==> src/rtl/vcounter.sv <==
// Vertical timing generator: counts lines on falling edges of the horizontal
// roll level and sequences ACT/FP/SYN/BP. Optional frame counter via VCNTR_FRAMECNT_EN.
module vcounter #(
  parameter int unsigned V_ACTIVE   = 480,
  parameter int unsigned V_FP       = 10,
  parameter int unsigned V_SYNC     = 2,
  parameter int unsigned V_BP       = 33,
  parameter bit          V_SYNC_POL = 1'b0
) (
  input  logic       clkv,
  input  logic       clrv,
  input  logic       roll,
  output logic [9:0] cntrv,
  output logic       vd,
  output logic       vde,
  output logic       vblank,
  output logic       fstart
`ifdef VCNTR_FRAMECNT_EN
  ,
  output logic [7:0] frame_cnt
`endif
);

  localparam int unsigned V_TOTAL = V_ACTIVE + V_FP + V_SYNC + V_BP;
  localparam logic [9:0]  VLast   = 10'(V_TOTAL - 1);
  localparam logic [9:0]  LastAct = 10'(V_ACTIVE - 1);
  localparam logic [9:0]  LastFp  = 10'(V_FP - 1);
  localparam logic [9:0]  LastSyn = 10'(V_SYNC - 1);
  localparam logic [9:0]  LastBp  = 10'(V_BP - 1);

  typedef enum logic [1:0] {StAct, StFp, StSyn, StBp} state_e;

  state_e     state_q, state_d;
  logic [9:0] pcnt_q, pcnt_d;
  logic [9:0] cntrv_q, cntrv_d;
  logic [9:0] plast;
  logic       roll_q, tick, wrap;
  logic       vde_q, vde_d, vd_q, vd_d, fstart_q;

  // Line ends on the falling edge of the active-window level.
  assign tick = roll_q & ~roll;

  always_comb begin
    state_d = state_q;
    pcnt_d  = pcnt_q;
    cntrv_d = cntrv_q;
    wrap    = 1'b0;
    plast   = LastAct;
    unique case (state_q)
      StAct: plast = LastAct;
      StFp:  plast = LastFp;
      StSyn: plast = LastSyn;
      StBp:  plast = LastBp;
    endcase
    if (tick) begin
      if (pcnt_q == plast) begin
        pcnt_d = '0;
        unique case (state_q)
          StAct: state_d = StFp;
          StFp:  state_d = StSyn;
          StSyn: state_d = StBp;
          StBp:  state_d = StAct;
        endcase
      end else begin
        pcnt_d = pcnt_q + 10'd1;
      end
      if (cntrv_q == VLast) begin
        cntrv_d = '0;
        wrap    = 1'b1;
      end else begin
        cntrv_d = cntrv_q + 10'd1;
      end
    end
    // Decode from next state so outputs move on the same edge as cntrv.
    vde_d = (state_d == StAct);
    vd_d  = (state_d == StSyn) ? V_SYNC_POL : ~V_SYNC_POL;
  end

  always_ff @(posedge clkv or posedge clrv) begin
    if (clrv) begin
      state_q  <= StAct;
      pcnt_q   <= '0;
      cntrv_q  <= '0;
      roll_q   <= 1'b0;
      vde_q    <= 1'b1;
      vd_q     <= ~V_SYNC_POL;
      fstart_q <= 1'b0;
    end else begin
      state_q  <= state_d;
      pcnt_q   <= pcnt_d;
      cntrv_q  <= cntrv_d;
      roll_q   <= roll;
      vde_q    <= vde_d;
      vd_q     <= vd_d;
      fstart_q <= wrap;
    end
  end

`ifdef VCNTR_FRAMECNT_EN
  logic [7:0] frame_cnt_q;

  always_ff @(posedge clkv or posedge clrv) begin
    if (clrv) begin
      frame_cnt_q <= '0;
    end else if (wrap) begin
      frame_cnt_q <= frame_cnt_q + 8'd1;
    end
  end

  assign frame_cnt = frame_cnt_q;
`endif

  assign cntrv  = cntrv_q;
  assign vde    = vde_q;
  assign vblank = ~vde_q;
  assign vd     = vd_q;
  assign fstart = fstart_q;

endmodule

==> config.mk <==
export PLATFORM = sky130hd
export DESIGN_NAME = vcounter
export DESIGN_NICKNAME = d
export VERILOG_FILES = /design/src/rtl/vcounter.sv
export SDC_FILE = /design/constraint.sdc
export NUM_CORES = 1
export LEC_CHECK = 0
export ABC_AREA = 1
export CORE_MARGIN = 2
export CORE_UTILIZATION = 32
export CTS_CLUSTER_DIAMETER = 40
export DETAILED_ROUTE_END_ITERATION = 8
export HOLD_SLACK_MARGIN = 0.02
export PLACE_DENSITY = 0.55
export SLEW_MARGIN = 20
export SYNTH_ARGS = -nofsm -noshare
export SYNTH_HDL_FRONTEND = slang
export SYNTH_SLANG_ARGS = --single-unit
==> constraint.sdc <==
create_clock -name clkv -period 2.2 [get_ports clkv]
set_input_delay 0.66 -clock clkv [delete_from_list [all_inputs] [get_ports clkv]]
set_output_delay 0.66 -clock clkv [all_outputs]
set_load 0.01 [all_outputs]
==> summary.txt <==
Final wirelength -> 3110 um
Switching Fraction -> 40.6%
Post-DP HPWL -> 2420 um
Placed cells -> 278
Remaining Overflow, GRT -> 0
Vias in the first global route -> 1257
Die height -> 73.5 um
Slew Viols, Final -> 0
Leakage -> 0.941 nW
Final worst slack -> 0.211 ns
Final-stage net count -> 238
CP Capture Type -> output port
HP Class -> reg -> reg
Tmin final -> 1.99 ns
Synth Warn # -> 0
Area of the multi-input gates -> 733 um2
Post-Route Setup TNS -> 0 ns
Fin crit share -> 90.4%
Design area -> 1880 um2
CTS Buffer Depth -> 2
Initial antenna violation count -> 0
Num CTS Buffers -> 3
# hold bufs at CTS -> 0
Cells after Synth -> 205
Post-synth cell types -> 26
Bufs and invs on worst path -> 1
Antenna viol nets, final -> 0
Ports -> 17
Sequential fraction of the synthesis area -> 42.3%
Clock Tree Root -> clkbuf_8
Worst VDD drop -> 0.447 mV
Largest net degree at the start of global routing -> 18
Vias post-DR -> 1325
DRC Markers -> 0
CTS tree -> done
Syn_nets -> 214
Clk_lat worst skew -> 0.27 ns
Dpl cell area -> 1810 um2
CP required -> 1.54 ns
FMAX -> 503 MHz
R2R setup slack -> 0.54 ns
Max H-tree Level -> 1
Final setup viols -> 0
Stages on worst setup path -> 1
Placer Congestion -> 0.789
CP Max Fanout -> 2
Drt pass-1 iters -> 4
Core Util, Final -> 40.1%
Routed WL per cell -> 11.0 um
Max incr delay on CP -> 0.53 ns
FF/Latch Area -> 653 um2
Worst Setup Path Type -> reg -> out
Internal power -> 1.27 mW
CP Launch Type -> flip-flop
CP Cell Sequence -> clkdlybuf4s50_1
Status -> finished clean
Arrival @ worst endpoint -> 1.33 ns
Syn-to-layout area delta -> 21.9%
Antenna diodes -> 0
Die Span X -> 73.5 um
Die Area -> 5400 um2
Comb power frac -> 41.0%
First-pass GRT wire length -> 5620 um
Final Skew -> 0.00181 ns
Layout cells sized above 1 -> 14.5%
Sequential share of power -> 40.4%
Sink Count -> 26
Psw -> 870 uW
Final Hold Fails -> 0
Fillers -> 493
Synth Cell Area -> 1550 um2
DRT iter0 DRCs -> 61
Post-cts repair resize count -> 0
R2R depth -> 9
Clk pin slew, worst setup/hold paths -> 0.09 ns
Core Region -> 4690 um2
PD cells -> 1140 nW/um2
Clock Power Share -> 18.6%
Via density -> 4.70
I/O Buffers -> 16
Tot GR Track Use -> 13.3%
Yosys reg bits -> 26
Slowest CP cell -> dfstp_2
Hold path depth -> 1
Layout Cells excl Fill -> 282
Synth Area per Inst -> 7.54 um2
CP top delay family -> flip-flops
Initial core utilization -> 32.9%
Relative slew margins -> 71.9%
Row cnt -> 25
Post-CTS Setup Bufs -> 0
RSZ-0062 raised after global routing -> false
Setup WS pre-CTS -> 0.0895 ns
Maxcap violations -> 0
Tightest Pin Transition -> 0.422 ns
==> cells in the mapped netlist <==
cell type  instances  area (um2)
xor2_1             5        43.8
nand3_1           10        50.1
nand3_4            1        17.5
nand4_1            9        56.3
nand2_2            6        37.5
clkinv_1           1        3.75
nand2_1           35         131
nor3_1            12        60.1
dfstp_2            2        52.6
o21ai_1            2        10.0
a21oi_1            5        25.0
xnor2_1            1        8.76
or2_2              1        6.26
clkinv_2           1        5.00
nor2_1            27         101
dfrtp_1           24         601
o21ai_0            7        35.0
inv_1             33         124
ha_1               6        75.1
clkbuf_1           1        3.75
nor3_2             2        20.0
inv_2              6        22.5
nor4_1             1        6.26
a31oi_1            1        6.26
nor2_2             5        31.3
nor2_4             1        11.3
==> sequential cells by signal, summed over array words and instances (netlist names) <==
name and cells:
vd 1, vde 1, state_q 2, fstart 1, cntrv 10, pcnt_q 10, roll_q 1
==> cell type report <==
class,count,area share [%]
inverter,41,8.24
sequential,26,34.7
clock inverter,1,1.59
tap,54,3.59
multi-input combinational,137,38.9
timing repair buffer,20,10.8
clock buffer,3,2.19
==> per-layer routing <==
layer | up-vias | share of wire (%) | GRT usage [%] | wire length (um)
met5 | - | 0 | 0 | 0
met4 | 0 | 0.80 | 3.64 | 25
met3 | 4 | 3.2 | 2.74 | 99
met2 | 23 | 46 | 20.4 | 1420
met1 | 607 | 50 | 19.1 | 1560
li1 | 691 | - | - | -
==> layout by cell type (no fill, tap or decap) <==
cell,Yosys,final
nor3_2,2,2
nor2_2,5,5
nor4_1,1,1
a31oi_1,1,1
clkinv_2,1,1
bufinv_16,0,1
ha_1,6,6
nor2_1,27,27
nor2_4,1,1
nand3_4,1,1
clkinv_1,1,1
nand3_1,10,10
o21ai_0,7,7
buf_4,0,3
nand4_1,9,9
nand2_1,35,35
dfstp_2,2,2
buf_12,0,1
or2_2,1,1
inv_2,6,6
dfrtp_1,24,24
inv_1,33,33
xor2_1,5,5
nor3_1,12,12
nand2_2,6,6
o21ai_1,2,2
xnor2_1,1,1
a21oi_1,5,5
clkdlybuf4s50_1,0,16
clkbuf_8,0,3
==> power groups by stage <==
stage               sequential, mW  clock (mW)  combinational (mW)
floorplan                    0.856           0               0.573
global placement             0.882           0               0.877
detailed placement           0.872           0               0.886
CTS                          0.868       0.415               0.891
global route                 0.901       0.430                1.02
finish                       0.867       0.398               0.879
==> worst paths after layout <==
path,from,end
setup / recovery,vde,vde
hold / removal,cntrv[8],cntrv[8]
setup reg to reg,state_q[0],pcnt_q[0]
hold reg to reg,cntrv[8],cntrv[8]
max in group asynchronous,clrv,pcnt_q[3]
min in group asynchronous,clrv,state_q[1]
==> kinds of logic after synthesis <==
family,after synthesis,share of synthesized area [%]
AND/OR/NAND/NOR,110,34.3
AO/OA/AOI/OAI,15,4.94
XOR/XNOR,6,3.40
buffers and inverters,42,10.3
flip-flops,26,42.3
adder cells (fa/ha/maj),6,4.86
==> through the flow <==
step                      hold slack, ns  power (mW)
after global routing               0.602        2.35
after detailed placement           0.542        1.76
after global placement             0.551        1.76
final                              0.549        2.14
after floorplan                    0.518        1.43
after CTS                          0.559        2.17
Note: power is estimated with default switching activity, not from simulation.
